## src/rtl/seg_scan_ctrl_pkg.sv

```systemverilog
// Shared types and helpers for the 3-digit
// 7-segment scan controller.
package seg_pkg;

  typedef enum logic [1:0] {
    IDLE,
    CONV,
    UPDATE
  } state_t;

  localparam logic [6:0] SEG_OFF = 7'h7F;

  localparam logic [1:0] DIG_ONE = 2'd0;
  localparam logic [1:0] DIG_TEN = 2'd1;
  localparam logic [1:0] DIG_HUN = 2'd2;

  // Active-low pattern, bit order {g,f,e,d,c,b,a}
  function automatic logic [6:0] seg_decode(
    input logic [3:0] n
  );
    logic [6:0] s;
    case (n)
      4'd0:    s = 7'h40;
      4'd1:    s = 7'h79;
      4'd2:    s = 7'h24;
      4'd3:    s = 7'h30;
      4'd4:    s = 7'h19;
      4'd5:    s = 7'h12;
      4'd6:    s = 7'h02;
      4'd7:    s = 7'h78;
      4'd8:    s = 7'h00;
      4'd9:    s = 7'h18;
      default: s = SEG_OFF;
    endcase
    return s;
  endfunction

endpackage

```

## src/rtl/seg_scan_ctrl_if.sv

```systemverilog
// Load/status handshake and display pins
// of the segment scan controller.
interface seg_scan_ctrl_if;

  logic [7:0] bin_in;
  logic       load;
  logic       busy;
  logic       done;
  logic [6:0] seg;
  logic [2:0] an;

  modport master (
    output bin_in,
    output load,
    input  busy,
    input  done,
    input  seg,
    input  an
  );

  modport slave (
    input  bin_in,
    input  load,
    output busy,
    output done,
    output seg,
    output an
  );

endinterface

```

## src/rtl/seg_scan_ctrl_bcd_seq_conv.sv

```systemverilog
// Sequential shift-add-3 binary to BCD engine,
// one iteration per cycle.
module bcd_seq_conv
  import seg_pkg::*;
(
  input  logic       clk,
  input  logic       rst,
  input  logic       start,
  input  logic [7:0] bin,
  output logic       busy,
  output logic       done,
  output logic [3:0] ones,
  output logic [3:0] tens,
  output logic [3:0] hundreds
);

  state_t      state;
  state_t      state_nx;
  logic [19:0] sr;
  logic [19:0] sr_nx;
  logic [19:0] adj;
  logic [2:0]  cnt;
  logic [2:0]  cnt_nx;

  function automatic logic [3:0] add3(
    input logic [3:0] n
  );
    return (n >= 4'd5) ? n + 4'd3 : n;
  endfunction

  assign adj = {add3(sr[19:16]),
                add3(sr[15:12]),
                add3(sr[11:8]),
                sr[7:0]};

  always_ff @(posedge clk) begin
    if (rst) begin
      state <= IDLE;
      sr    <= '0;
      cnt   <= '0;
    end else begin
      state <= state_nx;
      sr    <= sr_nx;
      cnt   <= cnt_nx;
    end
  end

  always_comb begin
    state_nx = state;
    sr_nx    = sr;
    cnt_nx   = cnt;
    busy     = 1'b0;
    done     = 1'b0;
    unique case (state)
      IDLE: begin
        if (start) begin
          sr_nx    = {12'd0, bin};
          cnt_nx   = 3'd0;
          state_nx = CONV;
        end
      end
      CONV: begin
        busy   = 1'b1;
        sr_nx  = {adj[18:0], 1'b0};
        cnt_nx = cnt + 3'd1;
        if (cnt == 3'd7) state_nx = UPDATE;
      end
      UPDATE: begin
        busy     = 1'b1;
        done     = 1'b1;
        state_nx = IDLE;
      end
      default: state_nx = IDLE;
    endcase
  end

  assign hundreds = sr[19:16];
  assign tens     = sr[15:12];
  assign ones     = sr[11:8];

endmodule

```

## src/rtl/seg_scan_ctrl.sv

```systemverilog
// 3-digit 7-segment controller: BCD conversion
// plus time-multiplexed active-low digit scan.
module seg_scan_ctrl
  import seg_pkg::*;
#(
  parameter int SCAN_DIV  = 1000,
  parameter int BLANK_CYC = 4,
  parameter int LZB       = 1
) (
  input logic           clk,
  input logic           rst,
  seg_scan_ctrl_if.slave bus
);

  localparam int PW = $clog2(SCAN_DIV);
  localparam logic [PW-1:0] PRE_MAX = PW'(SCAN_DIV - 1);
  localparam logic [PW-1:0] PRE_BLK = PW'(BLANK_CYC);

  logic [PW-1:0] pre;
  logic [1:0]    idx;
  logic [3:0]    d_one, d_ten, d_hun;
  logic [3:0]    c_one, c_ten, c_hun;
  logic          conv_done;
  logic [3:0]    nib;
  logic          blank;
  logic          win;
  logic [6:0]    seg_nx, seg_q;
  logic [2:0]    an_nx, an_q;

  bcd_seq_conv u_conv (
    .clk      (clk),
    .rst      (rst),
    .start    (bus.load),
    .bin      (bus.bin_in),
    .busy     (bus.busy),
    .done     (conv_done),
    .ones     (c_one),
    .tens     (c_ten),
    .hundreds (c_hun)
  );

  assign bus.done = conv_done;

  always_ff @(posedge clk) begin
    if (rst) begin
      pre   <= '0;
      idx   <= DIG_ONE;
      d_one <= '0;
      d_ten <= '0;
      d_hun <= '0;
      seg_q <= SEG_OFF;
      an_q  <= 3'b111;
    end else begin
      if (pre == PRE_MAX) begin
        pre <= '0;
        idx <= (idx == DIG_HUN) ? DIG_ONE
                                : idx + 2'd1;
      end else begin
        pre <= pre + 1'b1;
      end
      // Digits only change on done: no partial values
      if (conv_done) begin
        d_one <= c_one;
        d_ten <= c_ten;
        d_hun <= c_hun;
      end
      seg_q <= seg_nx;
      an_q  <= an_nx;
    end
  end

  always_comb begin
    nib   = d_one;
    blank = 1'b0;
    unique case (idx)
      DIG_ONE: nib = d_one;
      DIG_TEN: begin
        nib   = d_ten;
        blank = (LZB != 0) && (d_hun == 4'd0)
                && (d_ten == 4'd0);
      end
      DIG_HUN: begin
        nib   = d_hun;
        blank = (LZB != 0) && (d_hun == 4'd0);
      end
      default: blank = 1'b1;
    endcase
  end

  assign win = (pre < PRE_BLK);

  always_comb begin
    seg_nx = SEG_OFF;
    an_nx  = 3'b111;
    if (!blank && !win) begin
      seg_nx = seg_decode(nib);
      an_nx  = ~(3'b001 << idx);
    end
  end

  assign bus.seg = seg_q;
  assign bus.an  = an_q;

endmodule

```

## src/flat_wrapper.sv

```systemverilog
// flat-port wrapper written by rule: the top's interface ports become plain ports
module seg_scan_ctrl_flat import seg_pkg::*;
#(
  parameter int SCAN_DIV  = 1000,
  parameter int BLANK_CYC = 4,
  parameter int LZB       = 1
)
  (clk, rst, bus_bin_in, bus_load, bus_busy, bus_done, bus_seg, bus_an);
  seg_scan_ctrl_if bus_i ();
  input logic clk;
  input logic rst;
  input wire logic [$bits(bus_i.bin_in)-1:0] bus_bin_in;
  input wire logic [$bits(bus_i.load)-1:0] bus_load;
  output wire logic [$bits(bus_i.busy)-1:0] bus_busy;
  output wire logic [$bits(bus_i.done)-1:0] bus_done;
  output wire logic [$bits(bus_i.seg)-1:0] bus_seg;
  output wire logic [$bits(bus_i.an)-1:0] bus_an;
  assign bus_i.bin_in = bus_bin_in;
  assign bus_i.load = bus_load;
  assign bus_busy = bus_i.busy;
  assign bus_done = bus_i.done;
  assign bus_seg = bus_i.seg;
  assign bus_an = bus_i.an;
  seg_scan_ctrl #(.SCAN_DIV(SCAN_DIV), .BLANK_CYC(BLANK_CYC), .LZB(LZB)) u_core (.clk(clk), .rst(rst), .bus(bus_i));
endmodule
```

## config.mk

```make
export PLATFORM = sky130hd
export DESIGN_NAME = seg_scan_ctrl_flat
export DESIGN_NICKNAME = d
export VERILOG_FILES = /design/src/rtl/seg_scan_ctrl_pkg.sv /design/src/rtl/seg_scan_ctrl_if.sv /design/src/rtl/seg_scan_ctrl_bcd_seq_conv.sv /design/src/rtl/seg_scan_ctrl.sv /design/src/flat_wrapper.sv
export SDC_FILE = /design/constraint.sdc
export NUM_CORES = 1
export LEC_CHECK = 0
export ABC_AREA = 1
export CAP_MARGIN = 20
export CELL_PAD_IN_SITES_DETAIL_PLACEMENT = 0
export CELL_PAD_IN_SITES_GLOBAL_PLACEMENT = 1
export CORE_AREA = 2 2 92 94
export DETAILED_ROUTE_END_ITERATION = 6
export DIE_AREA = 0 0 94 96
export PLACE_DENSITY = 0.73
export SLEW_MARGIN = 20
export SYNTH_ARGS = -nofsm -noshare
export SYNTH_HDL_FRONTEND = slang
export SYNTH_HIERARCHICAL = 1
export SYNTH_SLANG_ARGS = --single-unit
```

## constraint.sdc

```tcl
create_clock -name clk -period 1.7 [get_ports clk]
set_input_delay 0.425 -clock clk [delete_from_list [all_inputs] [get_ports clk]]
set_output_delay 0.425 -clock clk [all_outputs]
set_load 0.03 [all_outputs]
```

# Word-level counts from Yosys, hierarchy flattened
# Memory sizes are Yosys's and may differ from the RTL's. A register that Yosys moved wholly into a read port is not among the register bits.
# Index checks and enable logic that the tools add are counted.
# totals
rom_bits	112
reg_bits	52
out_inout_bits	12
n_memories	1
# memory_table
name	depth	word_bits	read_ports	rd_clocked_by_memory_dff	write_ports	line	rtl
(no name shown)	16	7	1	1	0	seg_scan_ctrl_pkg.sv:22	case (n)
# classes
n_shift	1
eq_ne	8
n_addsub	6
n_reduce_logical	14
mux	15
n_bitwise	2
order_cmp	4
# op_table
op	count
case mux 20 bit (2 select lines)	1
2-to-1 mux 20 bit	1
greater-or-equal comparator 4 x 3 -> 1 bit (second input constant)	3
adder 10 x 1 -> 10 bit (second input constant)	1
equality test 10 bit (second input constant)	1
less-than comparator 10 x 3 -> 1 bit (second input constant)	1
adder 4 x 2 -> 4 bit (second input constant)	2
zero test 4 bit	2
2-to-1 mux 4 bit	2
case mux 4 bit (2 select lines)	1
2-to-1 mux 2 bit	3
2-to-1 mux 3 bit	2
case mux 3 bit (2 select lines)	1
OR reduction 2 bit	3
equality test 2 x 1 -> 1 bit (second input constant)	2
equality test 2 bit (second input constant)	2
zero test 2 bit	2
inequality test 2 bit (second input constant)	2
case mux 2 bit (2 select lines)	1
AND reduction 2 bit	2
adder 3 x 1 -> 3 bit (second input constant)	1
adder 3 x 2 -> 3 bit (second input constant)	1
equality test 3 bit (second input constant)	1
inverter 3 bit	1
8 further kinds	11

# Logic depth before layout (Yosys ltp)
# Gate-level depths: netlist (run 1).
# depth
depth_word	7
ltp_mapped	11

# By module
# The synthesis (run 1) kept the hierarchy.
# by_module_without_submodules
module	area_each_um2	seq_area_each_um2	cells_per_inst	n_inst
seg_scan_ctrl	1571.5	680.7	219	1
bcd_seq_conv	1405.1	500.5	197	1

# Worst setup path after synthesis (run 1)
# No wires, ideal clock.
# synth_path
path_type	register -> register
from	reg u_core.idx[0]
to	reg u_core.seg_q[5], in the netlist u_core/bus.seg[5]
n_path_buf	0
required_time_ns	1.579
arrival_time_ns	1.617
synth_period_minus_slack_ns	1.737
path_stages_with_launch	12
setup_slack_ns	-0.037
path_cell_list	dfxtp_1 > inv_1 > ha_1 > inv_1 > nand2_1 > nand2_1 > inv_1 > ha_1 > o21ai_0 > inv_1 > nand2_1 > nand2_1
# synth_via
elab_chain_len	6
word_cells_on_any_way	9
classes_between	2 x eq/ne; 2 x mux; 1 x bitwise; 4 x reduce/logical
# synth_rtl
item	line	rtl
from (decl)	seg_scan_ctrl.sv:20	logic [1:0] idx;
from (signal assigned)	seg_scan_ctrl.sv:56	idx <= (idx == DIG_HUN) ? DIG_ONE
equality test 2 bit (tied with other cells)	seg_scan_ctrl.sv:75	unique case (idx)
case mux 1 bit (3 select lines)	seg_scan_ctrl.sv:75	
zero test 1 bit	seg_scan_ctrl.sv:95	if (!blank && !win) begin
logical AND 1 bit	seg_scan_ctrl.sv:95	
inverter 1 bit (no line)	--	
OR reduction 2 bit (no line)	--	
to (decl)	seg_scan_ctrl.sv:27	logic [6:0] seg_nx, seg_q;
# Several ways; a longest one is shown, not always the timed one.
# A chain may end at the register's enable or synchronous reset.

# Worst setup path in the final report (run 1)
# layout_path
from	reg u_core.u_conv.state[0]
to	out bus_busy
# layout_via
elab_chain_len	3
word_cells_on_any_way	4
classes_between	2 x eq/ne; 1 x mux; 1 x reduce/logical
# layout_rtl
item	line	rtl
from (decl)	seg_scan_ctrl_bcd_seq_conv.sv:17	state_t state;
from (signal assigned)	seg_scan_ctrl_bcd_seq_conv.sv:42	state <= state_nx;
equality test 2 x 1 -> 1 bit or equality test 2 bit (tied branches)	seg_scan_ctrl_bcd_seq_conv.sv:54	unique case (state)
OR reduction 2 bit (no line) *	--	
2-to-1 mux 1 bit *	seg_scan_ctrl_bcd_seq_conv.sv:54	
to (decl)	flat_wrapper.sv:14	output wire logic [$bits(bus_i.busy)-1:0] bus_busy;
# Mark *: on every way between the ends. The rest lies on a longest branch, timed or not.

==> results of run 1 <==
-- flip-flops by register name, summed over array words and instances, names as in the netlist, 3 cells and up --
| register | cells |
|---|---|
| u_core/u_conv/cnt | 3 |
| u_core/d_one | 4 |
| u_core/pre | 10 |
| u_core/bus.an | 3 |
| u_core/d_ten | 4 |
| u_core/d_hun | 4 |
| u_core/u_conv/sr | 20 |
| u_core/bus.seg | 7 |
-- critical path: stages (launching register included) --
cell	delay, ps
sky130_fd_sc_hd__dfxtp_2	330
sky130_fd_sc_hd__inv_1	70
sky130_fd_sc_hd__ha_1	290
sky130_fd_sc_hd__buf_4	170
-- layout make-up --
class                      instances  area [µm²]
fill                             837        4483
timing repair buffer              38       322.8
multi-input combinational        305        1590
sequential                        59        1184
tap                              105       131.4
clock buffer                      11       151.4
clock inverter                     3       15.01
inverter                          44       173.9
-- what timing repair did --
action | in CTS | in global routing
buffers inserted | 0 | 1
pin swaps | 0 | 3
gates resized for setup | 10 | 14
endpoints found under the setup margin | 10 | 9
-- power breakdown --
| group | total, mW | internal [mW] | switching [mW] |
|---|---|---|---|
| clock | 1.12 | 0.584 | 0.535 |
| combinational | 1.53 | 0.534 | 0.993 |
| sequential | 1.76 | 1.63 | 0.130 |
| total | 4.41 | 2.75 | 1.66 |
-- cell families after synthesis --
group	synth area share, %
xor gates and xnor gates	1.177
DFF	39.68
buffers and inverters	8.028
AOI/OAI and AO/OA	10.80
adders and majority gates	8.827
and+or+nand+nor	31.48
-- layer usage --
metal  part of all wire [%]  global-route usage, %  wire [µm]
met2                     45                  23.04       2734
met1                     51                  20.59       3143
met4                   0.61                  5.435         37
met3                    3.1                  5.090        187
met5                      0                      0          0
-- worst paths after layout --
kind / end / slack (ps) / cells after the start
worst max-delay path: bus_busy / 90 / 3
worst min-delay path: u_core/d_one[0] / 460 / 2
worst max register to register: u_core/bus.seg[0] / 140 / 7
worst min register to register: u_core/d_one[0] / 460 / 2
-- stage by stage --
step	cells	util (%)	setup slack [ps]	instance area [µm²]	hold slack [ps]
3_3_place_gp	550	42.05	-154.7	3386	448.7
2_1_floorplan	416	-	56.14	2992	428.8
3_5_place_dp	550	42.05	-152.8	3386	449.9
5_1_grt	565	44.32	-4.011	3568	495.1
6_report	565	44.32	93.87	3568	455.4
4_1_cts	564	43.96	26.14	3540	459.7
-- placed cells by master (no fill, tap or decap) --
cell type                         netlist  layout
sky130_fd_sc_hd__nand2_4                2       2
sky130_fd_sc_hd__clkinv_2               1       4
sky130_fd_sc_hd__inv_8                  1       1
sky130_fd_sc_hd__xor2_1                 2       2
sky130_fd_sc_hd__nand3_1               23      23
sky130_fd_sc_hd__ha_1                  21      17
sky130_fd_sc_hd__dfxtp_1               59      57
sky130_fd_sc_hd__nand2_1              111     109
sky130_fd_sc_hd__o21ai_2                1       1
sky130_fd_sc_hd__nand2_2                6       8
sky130_fd_sc_hd__o211ai_1               3       3
sky130_fd_sc_hd__xnor2_1                2       2
sky130_fd_sc_hd__o21ai_0               30      28
sky130_fd_sc_hd__nor3_2                 1       1
sky130_fd_sc_hd__o21ai_1                0       2
sky130_fd_sc_hd__nand4_1                6       6
sky130_fd_sc_hd__nor2_4                 0       1
sky130_fd_sc_hd__nor2_2                 2       1
sky130_fd_sc_hd__a21oi_1               21      20
sky130_fd_sc_hd__clkdlybuf4s50_1        0      10
sky130_fd_sc_hd__dfxtp_2                0       2
sky130_fd_sc_hd__nor2_1                61      61
sky130_fd_sc_hd__a21oi_2                4       5
sky130_fd_sc_hd__clkbuf_8               0      11
sky130_fd_sc_hd__buf_4                  0      18
sky130_fd_sc_hd__inv_1                 41      37
sky130_fd_sc_hd__inv_2                  1       5
sky130_fd_sc_hd__ha_2                   0       3
sky130_fd_sc_hd__dlygate4sd2_1          0      10
sky130_fd_sc_hd__nor3_1                 4       4
sky130_fd_sc_hd__or2_2                  2       2
sky130_fd_sc_hd__or2_0                  2       2
sky130_fd_sc_hd__nand3b_2               1       1
sky130_fd_sc_hd__ha_4                   0       1
==> impl_results.md, run 1 <==
- Class of the tightest hold or removal check: register to register
- CTS buffer count: 9
- Syn_nets: 448
- Total of hold buffers inserted after clock tree synthesis: 0
- Top-area cell type share of the netlist area: 39.68%
- Maximum number of pins on one net before global-route repair: 20
- Number of maximum-capacitance constraint violations: 0
- Post-synth top flop: sky130_fd_sc_hd__dfxtp_1
- Headroom to the max-slew limit: a little under 80%
- Final period demand of the worst path: 1606 ps
- Number of DRC markers after the initial detailed-route iteration: 84
- Clock tree from TritonCTS: yes
- Crit path kind: register to primary output
- CP arrival: 1180 ps
- Warnings, synthesis: 6
- Routed vias/inst: 4.570
- Actual slew at the worst max-slew pin: 313.2 ps
- Detailed-route wire length: 6.103 mm
- Run status: finished, final reports clean
- Highest clock frequency the design can meet: 622.6 MHz
- Clk_lat worst skew: 330 ps
- Part of the Yosys area used for sequential elements: between 30% and 40%
- Area of the core: 8051 µm²
- Vias in the first global route: 2409
- Element type at the critical path start: register
- Global-route wire length before repair: 10.96 mm
- Residual antenna-violating net count after detailed routing: 0
- Number of setup violations in the final report: 0
- Top-count cell post-synth: sky130_fd_sc_hd__nand2_1
- Final net count: 489
- Overall die width: 94 µm
- Total half-perimeter wirelength after legalization and detailed placement: 4.397 mm
- Tot GR Track Use: 15.34%
- Crit share post-route: between 90% and 100%
- Leading cell types by count after synthesis: sky130_fd_sc_hd__nand2_1 (111), sky130_fd_sc_hd__nor2_1 (61), sky130_fd_sc_hd__dfxtp_1 (59)
- Worst EP required: 1270 ps
- Setup_tns: 0 ps
- Clock Sink Count: 59
- Final routed DRC violation total: 0
- CP Launch Point: u_core/u_conv/state[0]
- Top post-synthesis cells by area: sky130_fd_sc_hd__dfxtp_1 (40%), sky130_fd_sc_hd__nand2_1 (14%), sky130_fd_sc_hd__ha_1 (8.8%)
- Area of the die: between 9000 and 10000 µm²
- I/O Buffers: 22
- Type of destination of the critical path: primary output
- Reg2Reg Launch Point: u_core/idx[0]
- Maximum buffer depth of the clock tree: 2
- Number of levels in the clock H-tree: 3
- Hold_sp: u_core/d_one[0]
- Post-synth EDFFs: 0
- Layout cells sized above 1: 14.57%
- Clock Root Buffer: sky130_fd_sc_hd__clkbuf_8
- Count of vias placed by the detailed router: 2582
- Static Leak: 1.553 nW
- Total count of max-transition violations in the final report: 0
- Async set-reset flop share out of synthesis: 0%
- Number of synthesized register bits: 59
- Cell area after synthesis: 2977 µm²
- Total power divided by cell area: about 1200 nW/µm²
- Avg Inst Size Synth: around 7 µm²
- IO Pins: 23
- Largest vdd supply drop: between 0.6 and 0.7 mV
- Congestion Overflow GR: 0
- Maximum fanout encountered on the critical timing path: 3
- Mapped Cells: about 420
- Count of antenna diodes in the layout: 0
- Total power draw: 4.410 mW
- Number of detailed-routing iterations run before antenna repair: 4
- GP Congestion: 0.7702
- Final count of hold timing violations: 0
- WL per Instance: around 11 µm
- Yosys cell types: 29
- Row Count: 33
- Register clock-pin slew on the reported worst setup and hold paths: 60 ps
- Starting density of the core: 36.97%
- Final worst clock skew: 8.220 ps
- Antenna violations before repair: 0
- Area Growth Syn to Fin: 19.88%
- Die height: 96 µm
- Largest area contributor in the netlist: sky130_fd_sc_hd__dfxtp_1
Power figures use the tool's default switching activity.
==> inputs of run 2 (changes only) <==
CORE_AREA = 4 4 90 100   (was 2 2 92 94)
DIE_AREA = 0 0 94 104   (was 0 0 94 96)
GPL_TIMING_DRIVEN = 0   (was default)
==> run 2 against run 1 <==
Effect of this change:
- setup slack worse by 17 ps
- utilization is 1.5 points higher
- hold slack better by 5.7 ps
- flip-flop and latch count stayed put
- first-iteration DRC count is 6.0% lower
- clock power is 16% higher
- combinational power is 5% higher
- maximum frequency is 1.1% lower
- via count is 1.0% higher
- final area is 1.5% higher
- highest routed layer unchanged
- non-clock buffer count is 3 lower
- largest power group unchanged
- clock skew is 3.0 ps higher
==> impl_results.md, run 2 (same netlist as run 1, synthesis figures left out) <==
- Die height: 104 µm (was 96 µm)
- Area Growth Syn to Fin: 21.73% (was 19.88%)
- Fill cell instance count of the final layout: 878 (was 837)
- Static Leak: 1.553 nW (about the same)
- Maximum number of pins on one net before global-route repair: 11 (was 20)
- Critical path, cell by cell: inv_1 -> ha_1 -> buf_4 (unchanged)
- Delay of the slowest critical-path stage: 350 ps (was 330 ps)
- Register with the highest flop count: u_core/u_conv/sr (unchanged)
- Count of antenna diodes in the layout: 0 (unchanged)
- CP arrival: 1200 ps (was 1180 ps)
- IO Pins: 23 (unchanged)
- Crit share post-route: 95.49% (was 94.48%)
- Final hold slack: 461.1 ps (was 455.4 ps)
- Layout cells sized above 1: 14.22% (was 14.57%)
- I/O Buffers: 22 (unchanged)
- Crit path kind: register to primary output (unchanged)
- Area of the core: 7913 µm² (was 8051 µm²)
- Most common library cell in the layout ignoring fill and taps: sky130_fd_sc_hd__nand2_1 (unchanged)
- Clock Root Buffer: sky130_fd_sc_hd__clkbuf_8 (unchanged)
- Type of destination of the critical path: primary output (unchanged)
- Met3 Routed Length: 220 µm (was 187 µm)
- Final period demand of the worst path: 1623 ps (was 1606 ps)
- Clock Sink Count: 59 (unchanged)
- WL per Instance: 11.02 µm (was 10.80 µm)
- Element type at the critical path start: register (unchanged)
- Overall die width: 94 µm (unchanged)
- Max reg flops: 20 (unchanged)
- Run status: finished, final reports clean (unchanged)
- Global-route wire length before repair: 10.69 mm (was 10.96 mm)
- Multi-input combinational cell area: 1617 µm² (was 1590 µm²)
- Actual slew at the worst max-slew pin: 515.1 ps (was 313.2 ps)
- Final routed DRC violation total: 0 (unchanged)
- Vias in the first global route: 2361 (was 2409)
- Starting density of the core: 37.62% (was 36.97%)
- Row Count: 34 (was 33)
- Total power divided by cell area: 1292 nW/µm² (was 1236 nW/µm²)
- Largest vdd supply drop: 0.4588 mV (was 0.6775 mV)
- Number of levels in the clock H-tree: 3 (unchanged)
- Clock tree from TritonCTS: yes (unchanged)
- Register clock-pin slew on the reported worst setup and hold paths: 70 ps (was 60 ps)
- Final count of hold timing violations: 0 (unchanged)
- Final worst clock skew: 11.20 ps (was 8.220 ps)
- Highest routed layer: met4 (unchanged)
- Class of the tightest hold or removal check: register to register (unchanged)
- CTS buffer count: 9 (unchanged)
- Number of maximum-capacitance constraint violations: 0 (unchanged)
- Total count of max-transition violations in the final report: 0 (unchanged)
- Area of the die: 9776 µm² (was 9024 µm²)
- Clk_lat worst skew: 340 ps (was 330 ps)
- Maximum fanout encountered on the critical timing path: 3 (unchanged)
- GP Congestion: 0.7803 (was 0.7702)
- Routed vias/inst: 4.616 (was 4.570)
- Highest clock frequency the design can meet: 616.0 MHz (was 622.6 MHz)
- Detailed-route wire length: 6.226 mm (was 6.103 mm)
- Total half-perimeter wirelength after legalization and detailed placement: 4.570 mm (was 4.397 mm)
- Worst EP required: 1270 ps (about the same)
- RSZ-0062 raised after global routing: true
- Final net count: 486 (was 489)
- Headroom to the max-slew limit: 65.66% (was 79.20%)
- Congestion Overflow GR: 0 (unchanged)
- Number of DRC markers after the initial detailed-route iteration: 79 (was 84)
- Standard cell with the maximum stage delay on the critical path: sky130_fd_sc_hd__dfxtp_2 (unchanged)
- Number of detailed-routing iterations run before antenna repair: 4 (unchanged)
- Maximum buffer depth of the clock tree: 2 (unchanged)
- Routed length on met1: 3.060 mm (was 3.143 mm)
- Footprint of the flip-flops and latches: 1191 µm² (was 1184 µm²)
- Residual antenna-violating net count after detailed routing: 0 (unchanged)
- Crit path buf inv count: 2 (unchanged)
- Sum of met2 wire segment lengths after detailed routing: 2.858 mm (was 2.734 mm)
- Total power draw: 4.681 mW (was 4.410 mW)
- Highest-count cells in the layout ignoring fill and taps: sky130_fd_sc_hd__nand2_1 (109), sky130_fd_sc_hd__nor2_1 (61), sky130_fd_sc_hd__dfxtp_1 (55) (was sky130_fd_sc_hd__nand2_1 (109), sky130_fd_sc_hd__nor2_1 (61), sky130_fd_sc_hd__dfxtp_1 (57))
- Count of vias placed by the detailed router: 2608 (was 2582)
- Antenna violations before repair: 0 (unchanged)
- Number of setup violations in the final report: 0 (unchanged)
- Cell family contributing the most delay on the critical path: flip-flops (unchanged)
- Tot GR Track Use: 13.64% (was 15.34%)
- Total of hold buffers inserted after clock tree synthesis: 0 (unchanged)
-- run 2: changes by cell type in the layout (fill, tap and decap cells not counted), moves of 3 or more --
cell	delta
sky130_fd_sc_hd__clkbuf_1	+3
sky130_fd_sc_hd__ha_4	+3
sky130_fd_sc_hd__ha_2	-3
sky130_fd_sc_hd__buf_6	+3
sky130_fd_sc_hd__buf_4	-12
-- run 2: report_power, final --
group	internal (mW)	switching, mW	total (mW)
Combinational	0.600	1.01	1.61
Clock	0.778	0.522	1.30
Sequential	1.63	0.138	1.77
Total	3.01	1.67	4.68
-- run 2: path summary, 6_finish.rpt --
check                              start           endpoint  slack (ps)  depth (start not counted)
setup / recovery  u_core/u_conv/state[1]           bus_busy          80                          3
hold / removal           u_core/d_one[0]    u_core/d_one[0]         460                          2
setup reg to reg           u_core/idx[0]  u_core/bus.seg[3]          90                         10
hold reg to reg          u_core/d_one[0]    u_core/d_one[0]         460                          2
-- run 2: worst min-delay path, delay by kind of cell, from the launching register on --
kind	cells	cell delay [ps]
flops	1	300
buf+inv	1	60
compound gates	1	60
-- run 2: area by class of cell --
class	instances	share of cell area [%]
tap	108	3.729
clock inverter	2	0.9668
inverter	44	4.938
buffer	8	1.796
multi-input combinational	305	44.61
sequential	59	32.87
clock buffer	12	4.558
timing repair buffer	27	6.526
-- run 2: layer usage --
metal | GRT usage [%] | vias to the layer above
li1 | - | 1404
met1 | 17.56 | 1162
met2 | 20.80 | 36
met3 | 4.269 | 6
met4 | 5.882 | 0
met5 | 0 | -
-- run 2: repair_timing --
item                       4_1_cts  5_1_grt
buffers inserted                 0        5
resized for setup               31       14
pin swaps                        1        3
setup endpoints to repair       19        7
-- run 2: through the flow --
stage	cell area, µm²	util [%]	std cells	TNS (ps)	setup slack (ps)
finish	3623	45.79	565	0	76.66
floorplan	2992	-	416	0	56.14
global route	3623	45.79	565	-34.14	-21.35
global placement	3347	42.30	546	-11850	-418.9
CTS	3548	44.85	560	0	6.011
detailed placement	3347	42.30	546	-12140	-411.7
==> inputs of run 3 (changes only) <==
CTS_CLUSTER_SIZE = 16   (was default)
PLACE_DENSITY = 0.81   (was 0.73)
==> run 3 against run 2 <==
Effect of this change:
- setup slack worse by 24 ps
- die area unchanged
- final area down 0.31%
- sequential power about the same
- wire length down 0.96%
- largest cell class unchanged
- power down 2.2%
- clock-buffer cell count down 1
- highest routed layer unchanged
==> impl_results.md, run 3 (same netlist as run 1, synthesis figures left out) <==
- Number of maximum-capacitance constraint violations: 0 (unchanged)
- Max reg flops: 20 (unchanged)
- Worst EP required: 1910 ps (was 1270 ps)
- Congestion Overflow GR: 0 (unchanged)
- Final period demand of the worst path: 1647 ps (was 1623 ps)
- CP arrival: 1860 ps (was 1200 ps)
- Layout cells sized above 1: 14.41% (was 14.22%)
- DP Cell Count: 546 (unchanged)
- WL per Instance: 10.89 µm (was 11.02 µm)
- Clock Sink Count: 59 (unchanged)
- Number of setup violations in the final report: 0 (unchanged)
- Highest clock frequency the design can meet: 607.1 MHz (was 616.0 MHz)
- Number of levels in the clock H-tree: 3 (unchanged)
- Vias in the first global route: 2456 (was 2361)
- Area of the die: 9776 µm² (unchanged)
- Library cell appearing most often on the critical path: sky130_fd_sc_hd__nand3_1
- Area of the core: 7913 µm² (unchanged)
- Row Count: 34 (unchanged)
- Total count of max-transition violations in the final report: 0 (unchanged)
- Hold_sp: u_core/d_one[1] (was u_core/d_one[0])
- Actual slew at the worst max-slew pin: 555.8 ps (was 515.1 ps)
- Starting density of the core: 37.62% (unchanged)
- Maximum fanout encountered on the critical timing path: 8 (was 3)
- Class of the tightest hold or removal check: register to register (unchanged)
- Worst Hold Endpoint: u_core/d_one[1] (was u_core/d_one[0])
- Slack of the critical path: 52.85 ps (was 76.66 ps)
- Tot GR Track Use: 13.68% (was 13.64%)
- Total half-perimeter wirelength after legalization and detailed placement: 4.510 mm (was 4.570 mm)
- Routed vias/inst: 4.670 (was 4.616)
- Clk_lat worst skew: 330 ps (was 340 ps)
- Total of hold buffers inserted after clock tree synthesis: 0 (unchanged)
- Headroom to the max-slew limit: 62.95% (was 65.66%)
- Type of destination of the critical path: register (was primary output)
- Area Growth Syn to Fin: 21.35% (was 21.73%)
- I/O Buffers: 22 (unchanged)
- Maximum buffer depth of the clock tree: 2 (unchanged)
- Most common library cell in the layout ignoring fill and taps: sky130_fd_sc_hd__nand2_1 (unchanged)
- Element type at the critical path start: register (unchanged)
- Setup slack on the worst flop-to-flop path: 50 ps (was 90 ps)
- Highest-count cells in the layout ignoring fill and taps: sky130_fd_sc_hd__nand2_1 (108), sky130_fd_sc_hd__nor2_1 (61), sky130_fd_sc_hd__dfxtp_1 (55) (was sky130_fd_sc_hd__nand2_1 (109), sky130_fd_sc_hd__nor2_1 (61), sky130_fd_sc_hd__dfxtp_1 (55))
- Clock Root Buffer: sky130_fd_sc_hd__clkbuf_8 (unchanged)
- Crit share post-route: 96.89% (was 95.49%)
- Cells on worst reg2reg path: 8 (was 10)
- Number of DRC markers after the initial detailed-route iteration: 83 (was 79)
- Global-route wire length before repair: 10.81 mm (was 10.69 mm)
- Final worst clock skew: 7.016 ps (was 11.20 ps)
- Clock tree from TritonCTS: yes (unchanged)
- Critical path, cell by cell: inv_4 -> ha_4 -> buf_4 -> nand3_1 -> nand2_2 -> nand3_1 -> a21oi_1 -> nand2_1 (was inv_1 -> ha_1 -> buf_4)
- Count of vias placed by the detailed router: 2643 (was 2608)
- IO Pins: 23 (unchanged)
- Final count of hold timing violations: 0 (unchanged)
- Fill cell instance count of the final layout: 847 (was 878)
- Register with the highest flop count: u_core/u_conv/sr (unchanged)
- CTS buffer count: 9 (unchanged)
- Setup_tns: 0 ps (unchanged)
- Count of antenna diodes in the layout: 0 (unchanged)
- Antenna violations before repair: 0 (unchanged)
- Final routed DRC violation total: 0 (unchanged)
- Overall die width: 94 µm (unchanged)
- Footprint of the flip-flops and latches: 1191 µm² (unchanged)
- Worst r2r dst: u_core/bus.seg[3] (unchanged)
- Crit path kind: register to register (was register to primary output)
- GP Congestion: 0.7672 (was 0.7803)
- Largest vdd supply drop: 0.4886 mV (was 0.4588 mV)
- Delay of the slowest critical-path stage: 380 ps (was 350 ps)
- Residual antenna-violating net count after detailed routing: 0 (unchanged)
- Total power divided by cell area: 1268 nW/µm² (was 1292 nW/µm²)
- Maximum number of pins on one net before global-route repair: 11 (unchanged)
- Register clock-pin slew on the reported worst setup and hold paths: 60 ps (was 70 ps)
- Static Leak: 1.545 nW (was 1.553 nW)
- Die height: 104 µm (unchanged)
- Total power draw: 4.579 mW (was 4.681 mW)
- Run status: finished, final reports clean (unchanged)
- Detailed-route wire length: 6.166 mm (was 6.226 mm)
- Pre-CTS setup slack: -445.7 ps (was -411.7 ps)
- Count of non-filler cells in the finished layout: 566 (was 565)
- Multi-input combinational cell area: 1619 µm² (was 1617 µm²)
- Standard cell with the maximum stage delay on the critical path: sky130_fd_sc_hd__dfxtp_4 (was sky130_fd_sc_hd__dfxtp_2)
- Final net count: 485 (was 486)
- Number of detailed-routing iterations run before antenna repair: 4 (unchanged)
- WHS Path Cells: 2 (unchanged)
- Reg2Reg Launch Point: u_core/idx[1] (was u_core/idx[0])
==> run 3: cell types whose count changed in the layout (fill, tap and decap cells not counted) <==
cell	change
sky130_fd_sc_hd__clkinvlp_4	+1
sky130_fd_sc_hd__clkbuf_1	+1
sky130_fd_sc_hd__nand2_1	-1
sky130_fd_sc_hd__clkbuf_8	-2
sky130_fd_sc_hd__clkinv_2	+2
sky130_fd_sc_hd__nand2_2	+1
sky130_fd_sc_hd__buf_4	-1
==> run 3: metrics by stage <==
stage / area (µm²) / hold slack, ps / utilization, %
after detailed placement: 3347 / 452.3 / 42.30
final: 3612 / 467.4 / 45.65
after floorplan: 2992 / 428.8 / -
after global placement: 3347 / 450.0 / 42.30
after global routing: 3612 / 494.6 / 45.65
after CTS: 3541 / 462.4 / 44.75
==> run 3: area by class of cell <==
class                      count  area share, %
buffer                         8          1.801
clock buffer                  11          3.914
clock inverter                 5          1.455
inverter                      44          4.953
multi-input combinational    305          44.82
sequential                    59          32.98
tap                          108          3.741
timing repair buffer          26          6.339
==> run 3: how the worst max path moves through the flow <==
stage | startpoint | endpoint | slack, ps | depth (start not counted)
finish | u_core/idx[1] | u_core/bus.seg[3] | 50 | 8
global route | u_core/idx[1] | u_core/bus.seg[6] | -3 | 11
CTS | u_core/idx[1] | u_core/bus.seg[3] | 6 | 11
detailed placement | rst | u_core/bus.seg[3] | -450 | 6
global placement | rst | u_core/bus.seg[3] | -430 | 6
floorplan | u_core/idx[0] | u_core/bus.seg[5] | 60 | 11
==> run 3: where the power goes <==
part	switching, mW	internal (mW)	leakage [nW]	total, mW
clock	0.535	0.709	0.0991	1.24
sequential	0.139	1.63	0.483	1.77
combinational	0.991	0.572	0.963	1.56
total	1.66	2.91	1.54	4.58
==> run 3: worst max-delay path: cells and delay by family, from the launching register on <==
kind | cells | cell delay, ps
AO/OA/AOI/OAI | 1 | 250
adder cells (fa/ha/maj) | 1 | 290
buffers and inverters | 2 | 170
flip-flops | 1 | 380
AND/OR/NAND/NOR | 4 | 440
==> run 3: metal layers <==
layer | GRT usage (%) | wire length, µm | vias to the layer above
li1 | - | - | 1396
met1 | 17.26 | 2942 | 1194
met2 | 21.16 | 2862 | 36
met3 | 3.329 | 191 | 17
met4 | 7.534 | 170 | 0
met5 | 0 | 0 | -
==> run 3: what timing repair did <==
action	4_1_cts	5_1_grt
resized for setup	31	15
endpoints found under the hold margin	0	0
endpoints found under the setup margin	19	6
setup buffers	0	4
pin swaps	0	3
